**src/rtl/enc_pkg.sv**
```systemverilog
`default_nettype none
// +----------------------------------------------------------------------+
// | enc_pkg : shared types and helpers for the req_encoder slice          |
// | Revision: 1.0                                                         |
// +----------------------------------------------------------------------+
package enc_pkg;

  localparam int N_DEFAULT = 4;
  localparam int ONEHOT_W  = 32;

  typedef enum logic [0:0] {
    IDLE = 1'b0,
    HOLD = 1'b1
  } state_t;

  function automatic logic [ONEHOT_W-1:0] onehot(input logic [4:0] idx);
    logic [ONEHOT_W-1:0] v;
    v      = '0;
    v[idx] = 1'b1;
    return v;
  endfunction

endpackage
`default_nettype wire

```
**src/rtl/req_encoder_if.sv**
```systemverilog
`default_nettype none
// +----------------------------------------------------------------------+
// | req_encoder_if : request/grant bus between sources and req_encoder    |
// | Revision: 1.0                                                         |
// +----------------------------------------------------------------------+
interface req_encoder_if #(
  parameter int N = enc_pkg::N_DEFAULT
);
  localparam int W = $clog2(N);

  logic [N-1:0] Din;
  logic         Enable;
  logic [W-1:0] Dout;
  logic         valid;
  logic         ready;
  logic [N-1:0] pending;

  modport master (
    output Din, Enable, ready,
    input  Dout, valid, pending
  );

  modport slave (
    input  Din, Enable, ready,
    output Dout, valid, pending
  );
endinterface
`default_nettype wire

```
**src/rtl/prio_pick.sv**
```systemverilog
`default_nettype none
// +----------------------------------------------------------------------+
// | prio_pick : find-first-set over N bits, searching upward from start   |
// | Revision: 1.0                                                         |
// +----------------------------------------------------------------------+
module prio_pick #(
  parameter int N = 4,
  parameter int W = $clog2(N)
) (
  input  logic [N-1:0] req,
  input  logic [W-1:0] start,
  output logic [W-1:0] idx,
  output logic         any
);

  // Scan from farthest to nearest so the closest set bit to start wins;
  // W-bit index arithmetic wraps N-1 -> 0 because N is a power of two.
  always_comb begin
    idx = '0;
    any = 1'b0;
    for (int k = N - 1; k >= 0; k--) begin
      if (req[start + W'(k)]) begin
        idx = start + W'(k);
        any = 1'b1;
      end
    end
  end

endmodule
`default_nettype wire

```
**src/rtl/req_encoder.sv**
```systemverilog
`default_nettype none
// +----------------------------------------------------------------------+
// | req_encoder : pending-request capture and valid/ready index encoder   |
// | Optional: ROUND_ROBIN_EN selects rotating priority (default: fixed)   |
// | Revision: 1.0                                                         |
// +----------------------------------------------------------------------+
module req_encoder
  import enc_pkg::*;
#(
  parameter int N = N_DEFAULT
) (
  input  logic         clk,
  input  logic         rst_n,
  req_encoder_if.slave bus
);

  localparam int W = $clog2(N);

  state_t       r_state;
  state_t       w_next;
  logic [N-1:0] r_pend;
  logic [N-1:0] w_held;
  logic [N-1:0] w_mask;
  logic [N-1:0] w_clr;
  logic [W-1:0] r_dout;
  logic [W-1:0] w_idx;
  logic [W-1:0] w_start;
  logic         w_any;
  logic         w_load;
  logic         w_valid;

`ifdef ROUND_ROBIN_EN
  logic [W-1:0] r_ptr;

  always_ff @(posedge clk or negedge rst_n) begin
    if (!rst_n) begin
      r_ptr <= '0;
    end else if (w_load) begin
      r_ptr <= w_idx + W'(1);
    end
  end

  assign w_start = r_ptr;
`else
  assign w_start = '0;
`endif

  // The index being held is excluded so a re-request of it waits a turn.
  assign w_held = (r_state == HOLD) ? N'(onehot(5'(r_dout))) : '0;
  assign w_mask = r_pend & ~w_held;

  prio_pick #(
    .N (N),
    .W (W)
  ) u_pick (
    .req   (w_mask),
    .start (w_start),
    .idx   (w_idx),
    .any   (w_any)
  );

  always_ff @(posedge clk or negedge rst_n) begin
    if (!rst_n) begin
      r_state <= IDLE;
    end else begin
      r_state <= w_next;
    end
  end

  always_comb begin
    w_next = r_state;
    case (r_state)
      IDLE: if (w_any) w_next = HOLD;
      HOLD: if (bus.ready && !w_any) w_next = IDLE;
    endcase
  end

  always_comb begin
    w_load  = 1'b0;
    w_valid = 1'b0;
    case (r_state)
      IDLE: w_load = w_any;
      HOLD: begin
        w_valid = 1'b1;
        w_load  = bus.ready & w_any;
      end
    endcase
  end

  assign w_clr = w_load ? N'(onehot(5'(w_idx))) : '0;

  // Set is applied after clear, so a same-cycle re-request survives.
  always_ff @(posedge clk or negedge rst_n) begin
    if (!rst_n) begin
      r_pend <= '0;
      r_dout <= '0;
    end else begin
      r_pend <= (r_pend & ~w_clr) | (bus.Din & {N{bus.Enable}});
      if (w_load) begin
        r_dout <= w_idx;
      end
    end
  end

  assign bus.Dout    = r_dout;
  assign bus.valid   = w_valid;
  assign bus.pending = r_pend;

endmodule
`default_nettype wire

```
**src/flat_wrapper.sv**
```systemverilog
// flat-port wrapper written by rule: the top's interface ports become plain ports
module req_encoder_flat import enc_pkg::*;
#(
  parameter int N = N_DEFAULT
)
  (clk, rst_n, bus_Din, bus_Enable, bus_ready, bus_Dout, bus_valid, bus_pending);
  req_encoder_if #(.N(N)) bus_i ();
  input  logic clk;
  input  logic rst_n;
  input wire logic [$bits(bus_i.Din)-1:0] bus_Din;
  input wire logic [$bits(bus_i.Enable)-1:0] bus_Enable;
  input wire logic [$bits(bus_i.ready)-1:0] bus_ready;
  output wire logic [$bits(bus_i.Dout)-1:0] bus_Dout;
  output wire logic [$bits(bus_i.valid)-1:0] bus_valid;
  output wire logic [$bits(bus_i.pending)-1:0] bus_pending;
  assign bus_i.Din = bus_Din;
  assign bus_i.Enable = bus_Enable;
  assign bus_i.ready = bus_ready;
  assign bus_Dout = bus_i.Dout;
  assign bus_valid = bus_i.valid;
  assign bus_pending = bus_i.pending;
  req_encoder #(.N(N)) u_core (.clk(clk), .rst_n(rst_n), .bus(bus_i));
endmodule
```
**config.mk**
```make
export PLATFORM = sky130hd
export DESIGN_NAME = req_encoder_flat
export DESIGN_NICKNAME = d
export VERILOG_FILES = /design/src/rtl/enc_pkg.sv /design/src/rtl/req_encoder_if.sv /design/src/rtl/prio_pick.sv /design/src/rtl/req_encoder.sv /design/src/flat_wrapper.sv
export SDC_FILE = /design/constraint.sdc
export NUM_CORES = 1
export LEC_CHECK = 0
export CORE_AREA = 3 3 40 42
export DETAILED_ROUTE_END_ITERATION = 10
export DIE_AREA = 0 0 43 45
export PLACE_DENSITY = 0.6
export SLEW_MARGIN = 30
export SYNTH_ARGS = -nofsm -noshare
export SYNTH_HDL_FRONTEND = slang
export SYNTH_SLANG_ARGS = --single-unit
```
**constraint.sdc**
```tcl
create_clock -name clk -period 4.4 [get_ports clk]
set_input_delay 0.66 -clock clk [delete_from_list [all_inputs] [get_ports clk]]
set_output_delay 0.66 -clock clk [all_outputs]
set_load 0.01 [all_outputs]
```
==> results.cfg <==
[routing]
ant_nets = 0
dr.pass1.iters = 2
wl_per_cell_um = 14.0
routed_wl_mm = 1.12
vias_per_cell = 5.53
vias = 442
drt-initial-drc-count = 5
drcViolationCount = 0

[clock_network]
clkTransAtPathRegs_ns = 0.05
ctsHoldBuffers = 0
cts-root-buf = clkbuf_4
h-tree-depth = 1
post_cts_resized = 0
clk_latency_ns = 0.24
numCtsBuffers = 3
cts_tree = done
clock_sinks = 7
clock_path_buffers = 2
cts_setup_buffers = 0

[pwr]
p_per_area_nw_per_um2 = 650
vdd_drop_max_v = 0.000304
seqPwrFrac = 0.338
switchingPower_mw = 0.162
clockPowerShare = 0.141
intPower_mw = 0.236
leakage_nw = 0.256
comb_power_share = 0.521
swShare = 0.406

[yosys]
synth-simple-area-share = 0.284
syn_nets = 56
synth_adder_area_share = 0
synth_edf_count = 0
synth.avg_cell_area_um2 = 8.99
synth_xor_xnor_area_share = 0
synth_top_area_frac = 0.406
ys_warn_count = 0
syn-instance-count = 48
ys_top_cells_by_area = dfrtp_1 (41%), nand2_1 (6.1%), a32oi_1 (4.1%)
ys_types = 28
synth_seq_cells = 7
synth_mux_area_frac = 0.0261
synth-main-ff-cell = dfrtp_1
synth_compound_area_frac = 0.255
async_flop_share = 1.00
yosysTopAreaCell = dfrtp_1
synth_top_family_by_area = simple AND/OR/NAND/NOR gates
synth_area_um2 = 432
synth-seq-area-share = 0.406

[cells_and_area]
synthToLayoutAreaGrowth_pct = 41.7
final_area_um2 = 612
drive_above_1_share = 0.0615
multi_input_area_um2 = 244
seq_area_um2 = 175
post-route-util = 0.476
nNetsFinal = 74
nFillCells = 134
diodes = 0

[setup_path]
worst-setup-path-type = flop to primary output
rr_startpoint = u_core.bus.Dout[1]
r2r_slack_ns = 2.79
path_cells = clkdlybuf4s50_1
crit_arrival_ns = 1.33
worstSetupStartpointType = flop
path_depth = 1
crit_buf_inv = 1
crit_path_max_fanout = 9
worst-endpoint-required_ns = 3.74
worst_r2r_path_depth = 4
cp_top_family = buffers and inverters
r2r-end = u_core.bus.pending[3]
cpPeakStageDelay_ns = 0.60
end_kind = primary output
cp_slowest_cell = clkdlybuf4s50_1
critPathCapture = bus_pending[1]
crit_path_start = u_core.bus.pending[1]

[min_path]
hold_depth = 1
hold_class = flop to flop

[job]
maxCapViolations = 0

[placed_design]
gp_congestion = 0.723
dp_hpwl_um = 874
placed_area_um2 = 586
io_buffers = 14
place_ws_ns = 2.43

[timing]
slew_headroom = 0.780
fin_crit_sh = 0.452
fmaxAchievable_ghz = 0.503
worst_slew_pin_slew_ns = 0.325
hold_viol_final = 0
setup_viol = 0
fin_setup_tns_ns = 0
setup_ws_ns = 2.41
drv_slew = 0
whs_ns = 0.629
period_needed_ns = 1.99
grt_setup_unrepaired = false
skew_ns = 0.00369

[die]
fp.dieW_um = 43
core_area_um2 = 1280
ios = 15
start_util = 0.336
die_h_um = 45
dieArea_um2 = 1940
rows = 13

[grt]
overflow = 0
grtUsageTotal = 0.133
grt_max_degree = 10
grt_pass1_vias = 423
antenna_found_initial = 0
grt_first_pass_wirelength_mm = 1.86

[run_status]
status = finished, final reports clean
-- final cells by class --
class / instances / area share
clock buffers: 4 / 0.0429
flip-flops and latches: 7 / 0.286
repair buffers: 14 / 0.229
well taps: 15 / 0.0307
multi-input cells: 38 / 0.399
inverters: 2 / 0.0123
-- through the flow --
| stage | cells | power (mW) |
|---|---|---|
| floorplan | 48 | 0.256 |
| global placement | 76 | 0.342 |
| detailed placement | 76 | 0.341 |
| CTS | 80 | 0.399 |
| global route | 80 | 0.430 |
| finish | 80 | 0.398 |
-- state kept, by name, summed over array words and instances (netlist names) --
name,cells
u_core.bus.pending,4
u_core.r_state,1
u_core.bus.Dout,2
-- worst min path at each step --
stage                     slack, ns          startpoint                 end
after global placement         0.60  u_core.bus.Dout[1]  u_core.bus.Dout[1]
final                          0.63  u_core.bus.Dout[1]  u_core.bus.Dout[1]
after global routing           0.67  u_core.bus.Dout[1]  u_core.bus.Dout[1]
after CTS                      0.63  u_core.bus.Dout[1]  u_core.bus.Dout[1]
after detailed placement       0.62  u_core.bus.Dout[1]  u_core.bus.Dout[1]
after floorplan                0.36               rst_n  u_core.bus.Dout[0]
-- metal layers --
| metal | up-vias | global-route usage | routed length, um |
|---|---|---|---|
| met5 | - | 0 | 0 |
| met4 | 0 | 0.0904 | 25 |
| met3 | 2 | 0.0239 | 34 |
| met2 | 8 | 0.210 | 534 |
| met1 | 211 | 0.165 | 528 |
| li1 | 221 | - | - |
-- cells in the mapped netlist, types with 2 or more instances --
| cell type | number |
|---|---|
| dfrtp_1 | 7 |
| nand2_1 | 7 |
| nand3_1 | 3 |
| a21oi_1 | 2 |
| a32oi_1 | 2 |
| inv_1 | 2 |
| nand2b_1 | 2 |
| nor2_1 | 2 |
| o21ai_1 | 2 |
-- cells by family (layout without fill, tap and decap cells) --
family          after synthesis  after routing
compound gates               15             15
buf+inv                       3             20
flops                         7              7
mux                           1              1
simple gates                 22             22
-- power groups by stage --
stage / clock [mW] / combinational (mW) / sequential (mW)
floorplan: 0 / 0.127 / 0.129
global placement: 0 / 0.208 / 0.134
detailed placement: 0 / 0.208 / 0.133
CTS: 0.0591 / 0.208 / 0.132
global route: 0.0619 / 0.229 / 0.139
finish: 0.0560 / 0.207 / 0.135
-- placed cells by master, fill, tap and decap left out --
| master | instances |
|---|---|
| o21ai_1 | 2 |
| nor3_1 | 1 |
| o221ai_1 | 1 |
| a32o_1 | 1 |
| nand2_1 | 7 |
| nand4b_1 | 1 |
| a22oi_1 | 1 |
| or2_0 | 1 |
| nand4bb_1 | 1 |
| nor4bb_1 | 1 |
| nand2b_1 | 2 |
| nor2_1 | 2 |
| inv_1 | 2 |
| dfrtp_1 | 7 |
| clkbuf_1 | 1 |
| nand3_1 | 3 |
| o31a_1 | 1 |
| or2b_1 | 1 |
| o22ai_1 | 1 |
| and2_1 | 1 |
| a31oi_1 | 1 |
| mux2_2 | 1 |
| a41oi_1 | 1 |
| a21oi_1 | 2 |
| a32oi_1 | 2 |
| clkbuf_4 | 3 |
| a21o_1 | 1 |
| or2_1 | 1 |
| clkdlybuf4s50_1 | 14 |
| a22o_1 | 1 |
Note: power is estimated with default switching activity, not from simulation.
